File: config.mk
export PLATFORM = sky130hd
export DESIGN_NAME = retire_port_arbiter
export DESIGN_NICKNAME = d
export VERILOG_FILES = /design/src/rtl/retire_port_arbiter.sv
export SDC_FILE = /design/constraint.sdc
export NUM_CORES = 1
export LEC_CHECK = 0
export ABC_AREA = 1
export ABC_CLOCK_PERIOD_IN_PS = 4100
export CAP_MARGIN = 20
export CORE_MARGIN = 3
export CORE_UTILIZATION = 37
export DETAILED_ROUTE_END_ITERATION = 8
export GPL_TIMING_DRIVEN = 0
export PLACE_DENSITY = 0.86
export REMOVE_ABC_BUFFERS = 1
export SLEW_MARGIN = 40
export SYNTH_ARGS = -nofsm -noshare
export SYNTH_HDL_FRONTEND = slang
export SYNTH_SLANG_ARGS = --single-unit
File: constraint.sdc
create_clock -name clk_i -period 4.1 [get_ports clk_i]
set_clock_uncertainty 0.2 [all_clocks]
set_input_delay 1.025 -clock clk_i [delete_from_list [all_inputs] [get_ports clk_i]]
set_output_delay 1.025 -clock clk_i [all_outputs]
set_load 0.01 [all_outputs]
File: src/rtl/retire_port_arbiter.sv
// Round-robin arbiter sharing the single ROB write port among RETIRE_PORT_NUM completion ports.
// Optional per-port grant counters are enabled by defining RETIRE_ARB_PERF_CNT_EN.
module retire_port_arbiter #(
    parameter int unsigned RETIRE_PORT_NUM = 4,
    parameter int unsigned DATA_WIDTH      = 32,
    localparam int unsigned IDX_W = (RETIRE_PORT_NUM > 1) ? $clog2(RETIRE_PORT_NUM) : 1
) (
    input  logic                                  clk_i,
    input  logic                                  rst_i,
    input  logic [RETIRE_PORT_NUM-1:0]            req_valid_i,
    output logic [RETIRE_PORT_NUM-1:0]            req_ready_o,
    input  logic [RETIRE_PORT_NUM*DATA_WIDTH-1:0] req_data_i,
    output logic                                  rob_valid_o,
    input  logic                                  rob_ready_i,
    output logic [DATA_WIDTH-1:0]                 rob_data_o,
    output logic [IDX_W-1:0]                      rob_port_o,
    input  logic                                  flush_i,
`ifdef RETIRE_ARB_PERF_CNT_EN
    output logic [RETIRE_PORT_NUM*32-1:0]         grant_cnt_o,
`endif
    output logic                                  busy_o
);

    logic [IDX_W-1:0]      ptr_q;
    logic [IDX_W-1:0]      win;
    logic [IDX_W-1:0]      cand;
    logic [IDX_W-1:0]      ptr_next;
    logic [IDX_W:0]        sum;
    logic [IDX_W:0]        nsum;
    logic                  found;
    logic                  free;
    logic                  grant;
    logic [DATA_WIDTH-1:0] win_data;
    logic                  valid_q;
    logic [DATA_WIDTH-1:0] data_q;
    logic [IDX_W-1:0]      port_q;

    assign free = ~valid_q | rob_ready_i;

    // Search ptr, ptr+1, ... modulo the port count; first valid port wins.
    always_comb begin
        found = 1'b0;
        win   = '0;
        sum   = '0;
        cand  = '0;
        for (int unsigned i = 0; i < RETIRE_PORT_NUM; i++) begin
            sum = {1'b0, ptr_q} + (IDX_W+1)'(i);
            if (sum >= (IDX_W+1)'(RETIRE_PORT_NUM)) begin
                sum = sum - (IDX_W+1)'(RETIRE_PORT_NUM);
            end
            cand = sum[IDX_W-1:0];
            if (!found && req_valid_i[cand]) begin
                found = 1'b1;
                win   = cand;
            end
        end
        grant = found & free & ~flush_i & ~rst_i;
    end

    always_comb begin
        req_ready_o = '0;
        win_data    = '0;
        for (int unsigned k = 0; k < RETIRE_PORT_NUM; k++) begin
            req_ready_o[k] = grant && (win == IDX_W'(k));
            if (win == IDX_W'(k)) begin
                win_data = req_data_i[k*DATA_WIDTH +: DATA_WIDTH];
            end
        end
    end

    always_comb begin
        nsum = {1'b0, win} + (IDX_W+1)'(1);
        if (nsum >= (IDX_W+1)'(RETIRE_PORT_NUM)) begin
            nsum = nsum - (IDX_W+1)'(RETIRE_PORT_NUM);
        end
        ptr_next = nsum[IDX_W-1:0];
    end

    // A drain and a new grant in the same cycle simply overwrite the register.
    always_ff @(posedge clk_i or posedge rst_i) begin
        if (rst_i) begin
            valid_q <= 1'b0;
            data_q  <= '0;
            port_q  <= '0;
            ptr_q   <= '0;
        end else if (flush_i) begin
            valid_q <= 1'b0;
            ptr_q   <= '0;
        end else if (grant) begin
            valid_q <= 1'b1;
            data_q  <= win_data;
            port_q  <= win;
            ptr_q   <= ptr_next;
        end else if (rob_ready_i) begin
            valid_q <= 1'b0;
        end
    end

    assign rob_valid_o = valid_q;
    assign rob_data_o  = data_q;
    assign rob_port_o  = port_q;
    assign busy_o      = valid_q | (|req_valid_i);

`ifdef RETIRE_ARB_PERF_CNT_EN
    logic [31:0] cnt_q [RETIRE_PORT_NUM];

    always_ff @(posedge clk_i or posedge rst_i) begin
        if (rst_i) begin
            for (int unsigned k = 0; k < RETIRE_PORT_NUM; k++) begin
                cnt_q[k] <= '0;
            end
        end else begin
            for (int unsigned k = 0; k < RETIRE_PORT_NUM; k++) begin
                if (req_valid_i[k] && req_ready_o[k]) begin
                    cnt_q[k] <= cnt_q[k] + 32'd1;
                end
            end
        end
    end

    always_comb begin
        grant_cnt_o = '0;
        for (int unsigned k = 0; k < RETIRE_PORT_NUM; k++) begin
            grant_cnt_o[k*32 +: 32] = cnt_q[k];
        end
    end
`endif

endmodule

# After elaboration in Yosys (flattened, before gate mapping)
# Index checks and enable logic that the tools add are counted.
totals:
  ram_bits: 0
  romBits: 0
  ff_bits: 37
  latchBits: 0
  wordCells: 78
  in_bits: 136
  mem_count: 0
op_classes:
  magnitude_cmp: 9
  shift: 0
  eq_ne: 3
  n_addsub: 9
  mul: 0
  bitwise_logic: 8
  reduce_logical: 15
  n_div: 0
  mux: 30
ops:
  columns: ["op", "count"]
  rows:
  - ["32-bit 2-to-1 mux", 4]
  - ["2-bit 2-to-1 mux", 11]
  - ["3-bit greater-or-equal comparator, second input constant", 4]
  - ["2-bit by 3-bit < comparator with 1-bit output, second input constant", 4]
  - ["1-bit 2-to-1 mux", 11]
  - ["2-bit by 1-bit subtractor with 2-bit output, second input constant", 5]
  - ["1-bit binary-select mux with 2-bit select", 4]
  - ["1-bit logical AND", 7]
  - ["2-bit by 1-bit adder with 3-bit output, second input constant", 2]
  - ["2-bit by 2-bit adder with 3-bit output, second input constant", 2]
  - ["2-bit == test, second input constant", 2]
  - ["4-bit OR reduction", 1]
  - ["1-bit bitwise AND", 3]
  - ["2-bit by 3-bit greater-or-equal comparator with 1-bit output, second input constant", 1]
  - ["1-bit zero test", 3]
  - ["1-bit NOT", 3]
  - ["3-bit nonzero test", 1]
  - ["2-bit by 1-bit == test with 1-bit output, second input constant", 1]
  - ["2-bit zero test", 1]
  - ["1-bit OR", 2]
  - ["2-bit AND reduction", 1]
  - ["2-bit nonzero test", 1]

# Logic depth before layout (Yosys ltp)
# Gate-level depths: netlist of the first run.
logic_depth:
  ltp_word: 19
  mapped_depth: 18
  ltp_nobuf: 17

# Worst setup path after synthesis of the first run
# OpenSTA, ideal clock, no wires.
synth_path:
  path_kind: "in2out"
  start: "in req_valid_i[2]"
  end: "out req_ready_o[3]"
  arrival_ps: 2564
  path_stages: 14
  required_ps: 2875
  setup_slack_ps: 311
  n_path_buf: 2
  cell_sequence: "inv_1 > nand2_1 > nand3_1 > nand2_2 > nor2_4 > nand3_1 > nand2_1 > nand2_2 > inv_1 > ha_1 > clkbuf_1 > inv_1 > clkbuf_1 > nor2_1"
synth_via:
  word_cells_on_any_way: 27
synth_lines:
  columns: ["element", "line", "rtl"]
  rows:
  - ["start, declared", "10", "input logic [RETIRE_PORT_NUM-1:0] req_valid_i,"]
  - ["1-bit binary-select mux with 2-bit select", "52", "if (!found && req_valid_i[cand]) begin"]
  - ["1-bit 2-to-1 mux (not written as such)", "52", null]
  - ["1-bit 2-to-1 mux", "52", null]
  - ["1-bit zero test", "52", null]
  - ["1-bit logical AND", "52", null]
  - ["1-bit 2-to-1 mux", "52", null]
  - ["1-bit zero test", "52", null]
  - ["1-bit logical AND", "52", null]
  - ["1-bit 2-to-1 mux", "52", null]
  - ["1-bit zero test", "52", null]
  - ["1-bit logical AND", "52", null]
  - ["2-bit 2-to-1 mux *", "52", null]
  - ["via win[0]", "25", "logic [IDX_W-1:0] win;"]
  - ["2-bit == test *", "64", "req_ready_o[k] = grant && (win == IDX_W'(k));"]
  - ["1-bit logical AND *", "64", null]
  - ["end, declared", "11", "output logic [RETIRE_PORT_NUM-1:0] req_ready_o,"]
# The timed path passes the listed nets; every way through them passes the cells marked *. The select of a mux whose other input is x is not followed.

# Worst setup path after layout of the first run
layout_path:
  start: "in req_valid_i[3]"
  end: "out req_ready_o[0]"
layout_via:
  word_cells_on_any_way: 27
layout_lines:
  columns: ["element", "line"]
  rows:
  - ["1-bit binary-select mux with 2-bit select", "52"]
  - ["1-bit 2-to-1 mux (not written as such)", "52"]
  - ["1-bit 2-to-1 mux", "52"]
  - ["1-bit zero test", "52"]
  - ["1-bit logical AND", "52"]
  - ["1-bit 2-to-1 mux", "52"]
  - ["1-bit zero test", "52"]
  - ["1-bit logical AND", "52"]
  - ["1-bit 2-to-1 mux", "52"]
  - ["1-bit zero test", "52"]
  - ["1-bit logical AND", "52"]
  - ["2-bit 2-to-1 mux *", "52"]
  - ["via win[1]", "25"]
  - ["2-bit zero test *", "64"]
  - ["1-bit logical AND *", "64"]
# Marks and branches as above.

==> results of run 1 <==
logic make-up after synthesis:
| kind of cell | count (synthesis) | share of synthesized area |
|---|---|---|
| adder cells (fa/ha/maj) | 4 | 0.0184 |
| AO/OA/AOI/OAI | 100 | 0.262 |
| AND/OR/NAND/NOR | 195 | 0.299 |
| flip-flops | 37 | 0.341 |
| buffers and inverters | 47 | 0.0792 |
per-stage QoR:
step	setup WS, ns	hold slack, ns	total power [uW]
global placement	-2.25	0.268	2920
floorplan	-0.369	0.316	2090
global route	-0.0438	0.358	3900
finish	0.0673	0.340	3670
detailed placement	-1.34	0.284	3020
CTS	-0.0319	0.303	3570
sequential cells by signal, indices dropped and copies added (netlist names):
| register | flops |
|---|---|
| ptr_q | 2 |
| rob_port_o | 2 |
| rob_data_o | 32 |
| rob_valid_o | 1 |
worst max-delay path, cell delays in order:
cell             delay [ns]
clkdlybuf4s50_1        0.49
inv_2                  0.06
nand2_2                0.07
nand3_2                0.12
nand2_4                0.10
inv_2                  0.06
nand3_2                0.08
nand2_1                0.06
nand2_1                0.10
nand2_4                0.10
inv_4                  0.08
ha_1                   0.15
inv_2                  0.06
nor2_1                 0.10
buf_2                  0.16
cell usage in the layout (no fill, tap or decap), drive strengths merged:
cell	n
ha	4
a21oi	33
buf	19
o211ai	32
nand3	10
nand2	142
o31ai	1
a31oi	32
clkdlybuf4s50	168
or2	2
nor2	38
inv	20
clkbuf	7
dfrtp	37
nand4	3
dlymetal6s2s	3
o21ai	2
timing repair:
item,CTS,global route
resized for setup,28,20
cloned,2,0
pin swaps,4,7
endpoints found under the setup margin,4,32
buffers inserted,10,5
layout make-up:
class	count	area (sq um)	share of cell area
multi-input cells	299	1660	0.347
repair inverters	2	17.5	0.00366
flip-flops and latches	37	926	0.193
inverters	18	103	0.0214
clock buffers	7	86.3	0.0180
well taps	96	120	0.0251
repair buffers	190	1870	0.391
power by group:
| part | switching (uW) | internal [uW] | total [uW] |
|---|---|---|---|
| Combinational | 1570 | 1180 | 2750 |
| Sequential | 109 | 542 | 651 |
| Clock | 131 | 134 | 264 |
| Total | 1810 | 1850 | 3670 |
final timing paths:
path | startpoint | endpoint | slack, ns | depth (start not counted)
worst max-delay path | req_valid_i[3] | req_ready_o[0] | 0.07 | 15
worst min-delay path | rob_port_o[1] | rob_port_o[1] | 0.34 | 2
worst max register to register | ptr_q[0] | rob_data_o[25] | 0.65 | 16
worst min register to register | rob_port_o[1] | rob_port_o[1] | 0.34 | 2
max in group asynchronous | rst_i | rob_data_o[28] | 2.41 | 2
min in group asynchronous | rst_i | rob_data_o[30] | 0.93 | 2
metal layers:
metal / routed length [um] / GRT usage / vias up
li1: - / - / 1632
met2: 6020 / 0.483 / 222
met3: 919 / 0.0468 / 25
met1: 4120 / 0.282 / 1659
met4: 218 / 0.0817 / 0
met5: 0 / 0 / -
==> out/metrics.cfg, run 1 <==
[timing]
drv_slew=0
fmax_mhz=248
worstMarginPinSlew_ns=0.775
tns_ns=0
setup_violations=0
period_share=0.984
finalHoldViolCount=0
relSlewSlack=0.482
fin_crit_ns=4.03

[yosys]
yosys-top-cells-area=dfrtp_1, nand2_1, o211ai_1, a21oi_1, a31oi_1
synthArstFlopShare=1.00
synth.avg_cell_area_sq_um=7.10
synthFlopType=dfrtp_1
synth_top_area_cell=dfrtp_1
ys_warn_count=0
seq_area_frac_synth=0.341
synth.most_common_cell=nand2_1
synth_top_area_share=0.341
syn_area_sq_mm=0.00272
synth.ff_latch_count=37
synth_cell_type_count=28
synth_edf_count=0
synthTopCellsByCount=nand2_1, dfrtp_1, nor2_1, a21oi_1, o211ai_1
syn_inst=383

[pwr]
p_per_area_mw_per_mm2=765
peakVddDrop_mv=0.319
leakagePower_uw=0.00199

[placed_design]
hpwl_um=7090
placed_cells=625
place.gp.congestion=0.843
placed_cell_area_sq_mm=0.00446
portBuffers=175

[clock_network]
clockRootBuffer=clkbuf_8
holdBufCountCts=0
h-tree-depth=2
cts_num_sinks=37
cts_tree=done
clockBufferDepth=2
clk_pin_slew_ns=0.08
cts_buffers=5
clk_latency_ns=0.28

[flow_run]
max_cap_viol_count=0

[die]
pin_count=176
start_util=0.391
core_area_sq_mm=0.00694
die_h_um=91.7
dieArea_sq_mm=0.00841
row_count=30
die_width_um=91.7

[routing]
wl_um=11300
final_antenna_net_count=0
vias_per_cell=5.45
drc=0
drt_iter0_drc=163
num_vias=3538
dr.pass1.iters=5
wl_per_cell_um=17.4

[final_layout]
syn2layout_area_growth_pct=76.3
final_cells=649
fin_area_sq_mm=0.00479
fin_nets=693
drive_above_1_share=0.130
fillCellCount=573
utilization=0.690
diodes=0

[grt]
grt_start_max_net_pins=70
grt.total_usage=0.254
antenna_found_initial=0
grt_pass1_wl_um=17000
grt-ovfl-total=0
grt_pass1_vias=3482

[critical_path]
cp_max_fo=4
worstPathArrival_ns=2.81
required_ns=2.87
path_class=in2out
cp-end-kind=output pin
critPathLaunchType=input pin

[min_path]
hp-class=reg2reg

[run_status]
status=finished clean

No activity file was read; power rests on OpenSTA's default activity.
==> run 2, diff against run 1 <==
- CORE_ASPECT_RATIO: unset -> 1.75
==> run 2 against run 1 <==
Routed wire length grew 6.0%; die area grew 0.48%; count of clock-buffer cells in the layout shrank 2; sequential share of layout area shrank 0.15 points; final cell count shrank 2.2%; non-clock buffer count shrank 3; global-route usage grew 1.6 points; setup slack gained 0.15 ns; combinational power grew 1%; critical path type unchanged; largest power group unchanged.
==> out/metrics.cfg, run 2 (synthesis gave the netlist of run 1 again) <==
[run_status]
status=finished clean  ; unchanged

[final_layout]
final_cells=635  ; was 649
fin_nets=690  ; was 693
largest_reg_flops=32  ; unchanged
final_cell_mix=clkdlybuf4s50_1, nand2_1, dfrtp_1, nor2_1  ; unchanged
syn2layout_area_growth_pct=77.7  ; was 76.3%
diodes=0  ; unchanged
drive_above_1_share=0.132  ; was 0.130
utilization=0.689  ; was 0.690
mostFrequentLayoutCell=clkdlybuf4s50_1  ; unchanged
fillCellCount=566  ; was 573

[routing]
num_vias=3563  ; was 3,538
drc=0  ; unchanged
dr.pass1.iters=5  ; unchanged
wl_um=12000  ; was 11,300 um
wl_per_cell_um=18.8  ; was 17.4 um
final_antenna_net_count=0  ; unchanged
drt_iter0_drc=321  ; was 163
vias_per_cell=5.61  ; was 5.45

[grt]
grt_pass1_wl_um=17600  ; was 17,000 um
grt_pass1_vias=3537  ; was 3,482
grt.total_usage=0.270  ; was 0.254
grt_start_max_net_pins=70  ; unchanged
antenna_found_initial=0  ; unchanged
grt-ovfl-total=0  ; unchanged

[clock_network]
cts_num_sinks=37  ; unchanged
h-tree-depth=2  ; unchanged
clockRootBuffer=clkbuf_16  ; was clkbuf_8
cts_buffers=5  ; unchanged
cts_tree=done  ; unchanged
clk_pin_slew_ns=0.06  ; was 0.08 ns
clk_latency_ns=0.28  ; about the same
clockBufferDepth=2  ; unchanged
holdBufCountCts=0  ; unchanged

[critical_path]
cp_max_fo=17  ; was 4
required_ns=2.87  ; about the same
critPathLaunchType=input pin  ; unchanged
crit_family=simple AND/OR/NAND/NOR gates  ; was buffers and inverters
worstPathArrival_ns=2.66  ; was 2.81 ns
critical-path-max-stage-delay_ns=0.26  ; was 0.49 ns
cp-end-kind=output pin  ; unchanged
slowest_stage=dlygate4sd2_1  ; was clkdlybuf4s50_1
cp_num_buf_inv=5  ; was 6
crit_chain=dlygate4sd2_1, inv_2, nand2_1, nand3_4, nand2_4, inv_2, nand3_4, nand2_2, nand2_2, nand2_4, ha_4, inv_12, nor2_1, buf_2  ; was clkdlybuf4s50_1, inv_2, nand2_2, nand3_2, nand2_4, inv_2, nand3_2, nand2_1, nand2_1, nand2_4, inv_4, ha_1, inv_2, nor2_1, buf_2
path_class=in2out  ; unchanged

[placed_design]
portBuffers=175  ; unchanged
hpwl_um=7700  ; was 7090 um
place.gp.congestion=0.838  ; was 0.843
placed_cells=613  ; was 625

[timing]
finalHoldViolCount=0  ; unchanged
period_share=0.948  ; was 0.984
rsz0062_at_grt=false
fin_crit_ns=3.89  ; was 4.03 ns
setup_violations=0  ; unchanged
fmax_mhz=257  ; was 248 MHz
drv_slew=0  ; unchanged
relSlewSlack=0.444  ; was 0.482
worstMarginPinSlew_ns=0.832  ; was 0.775 ns
tns_ns=0  ; unchanged

[die]
core_area_sq_mm=0.00701  ; was 0.00694 sq mm
dieArea_sq_mm=0.00845  ; was 0.00841 sq mm
die_h_um=119  ; was 91.7 um
start_util=0.388  ; was 0.391
row_count=40  ; was 30
die_width_um=70.8  ; was 91.7 um
pin_count=176  ; unchanged

[pwr]
total_power_uw=3830  ; was 3670 uW
peakVddDrop_mv=0.401  ; was 0.319 mV
p_per_area_mw_per_mm2=792  ; was 765 mW/mm^2
leakagePower_uw=0.00198  ; was 0.00199 uW

[min_path]
hp-class=reg2reg  ; unchanged

[flow_run]
max_cap_viol_count=0  ; unchanged

[run 2: cell count changes in the layout (fill, tap and decap cells not counted), sizes merged]
| cell | delta |
|---|---|
| clkbuf | -2 |
| clkinv | +2 |
| clkdlybuf4s50 | -1 |
| buf | -3 |
| dlymetal6s2s | -2 |
| clkinvlp | +1 |
| dlygate4sd2 | +3 |
[run 2: timing repair]
item | in CTS | in global routing
pin swaps | 6 | 3
buffers inserted | 11 | 1
resized for setup | 38 | 16
cloned | 2 | 0
endpoints found under the setup margin | 25 | 7
[run 2: area by class of cell]
class	count	area [sq um]	share of cell area
clock buffers	5	125	0.0259
clock inverters	3	17.5	0.00363
inverters	18	103	0.0212
multi-input cells	299	1690	0.350
flip-flops and latches	37	926	0.192
well taps	84	105	0.0218
repair buffers	187	1840	0.382
repair inverters	2	17.5	0.00363
[run 2: routing by layer]
metal  GRT usage  up-vias  wire [um]
met1       0.273     1656       4050
met4       0.172        0        727
met3      0.0439       55        742
li1            -     1635          -
met2       0.494      217       6440
met5           0        -          0
[run 2: power by group]
| part | switching (uW) | internal, uW |
|---|---|---|
| clock network | 154 | 223 |
| registers | 113 | 543 |
| logic | 1620 | 1180 |
| total | 1880 | 1940 |
[run 2: per-stage QoR]
step	cell area, sq um	worst slack (ns)	hold WS (ns)
2_1_floorplan	2570	-0.369	0.316
3_3_place_gp	4430	-2.21	0.264
3_5_place_dp	4440	-1.39	0.274
4_1_cts	4760	0.00658	0.290
5_1_grt	4830	0.0690	0.323
6_report	4830	0.213	0.296
[run 2: worst paths after layout]
path,start,endpoint,slack [ns],depth (start not counted)
setup / recovery,req_valid_i[2],req_ready_o[2],0.21,14
hold / removal,rob_port_o[0],rob_port_o[0],0.30,2
setup reg to reg,ptr_q[0],rob_data_o[13],0.57,16
hold reg to reg,rob_port_o[0],rob_port_o[0],0.30,2
max in group asynchronous,rst_i,rob_data_o[24],2.39,2
min in group asynchronous,rst_i,rob_data_o[5],0.95,2
[run 2: worst register-to-register path: cells and delay by family (launching register included)]
family	cells	cell delay [ns]
compound gates	3	0.47
fa+ha+maj	1	0.16
buf+inv	4	0.51
flops	1	0.65
simple gates	8	1.47
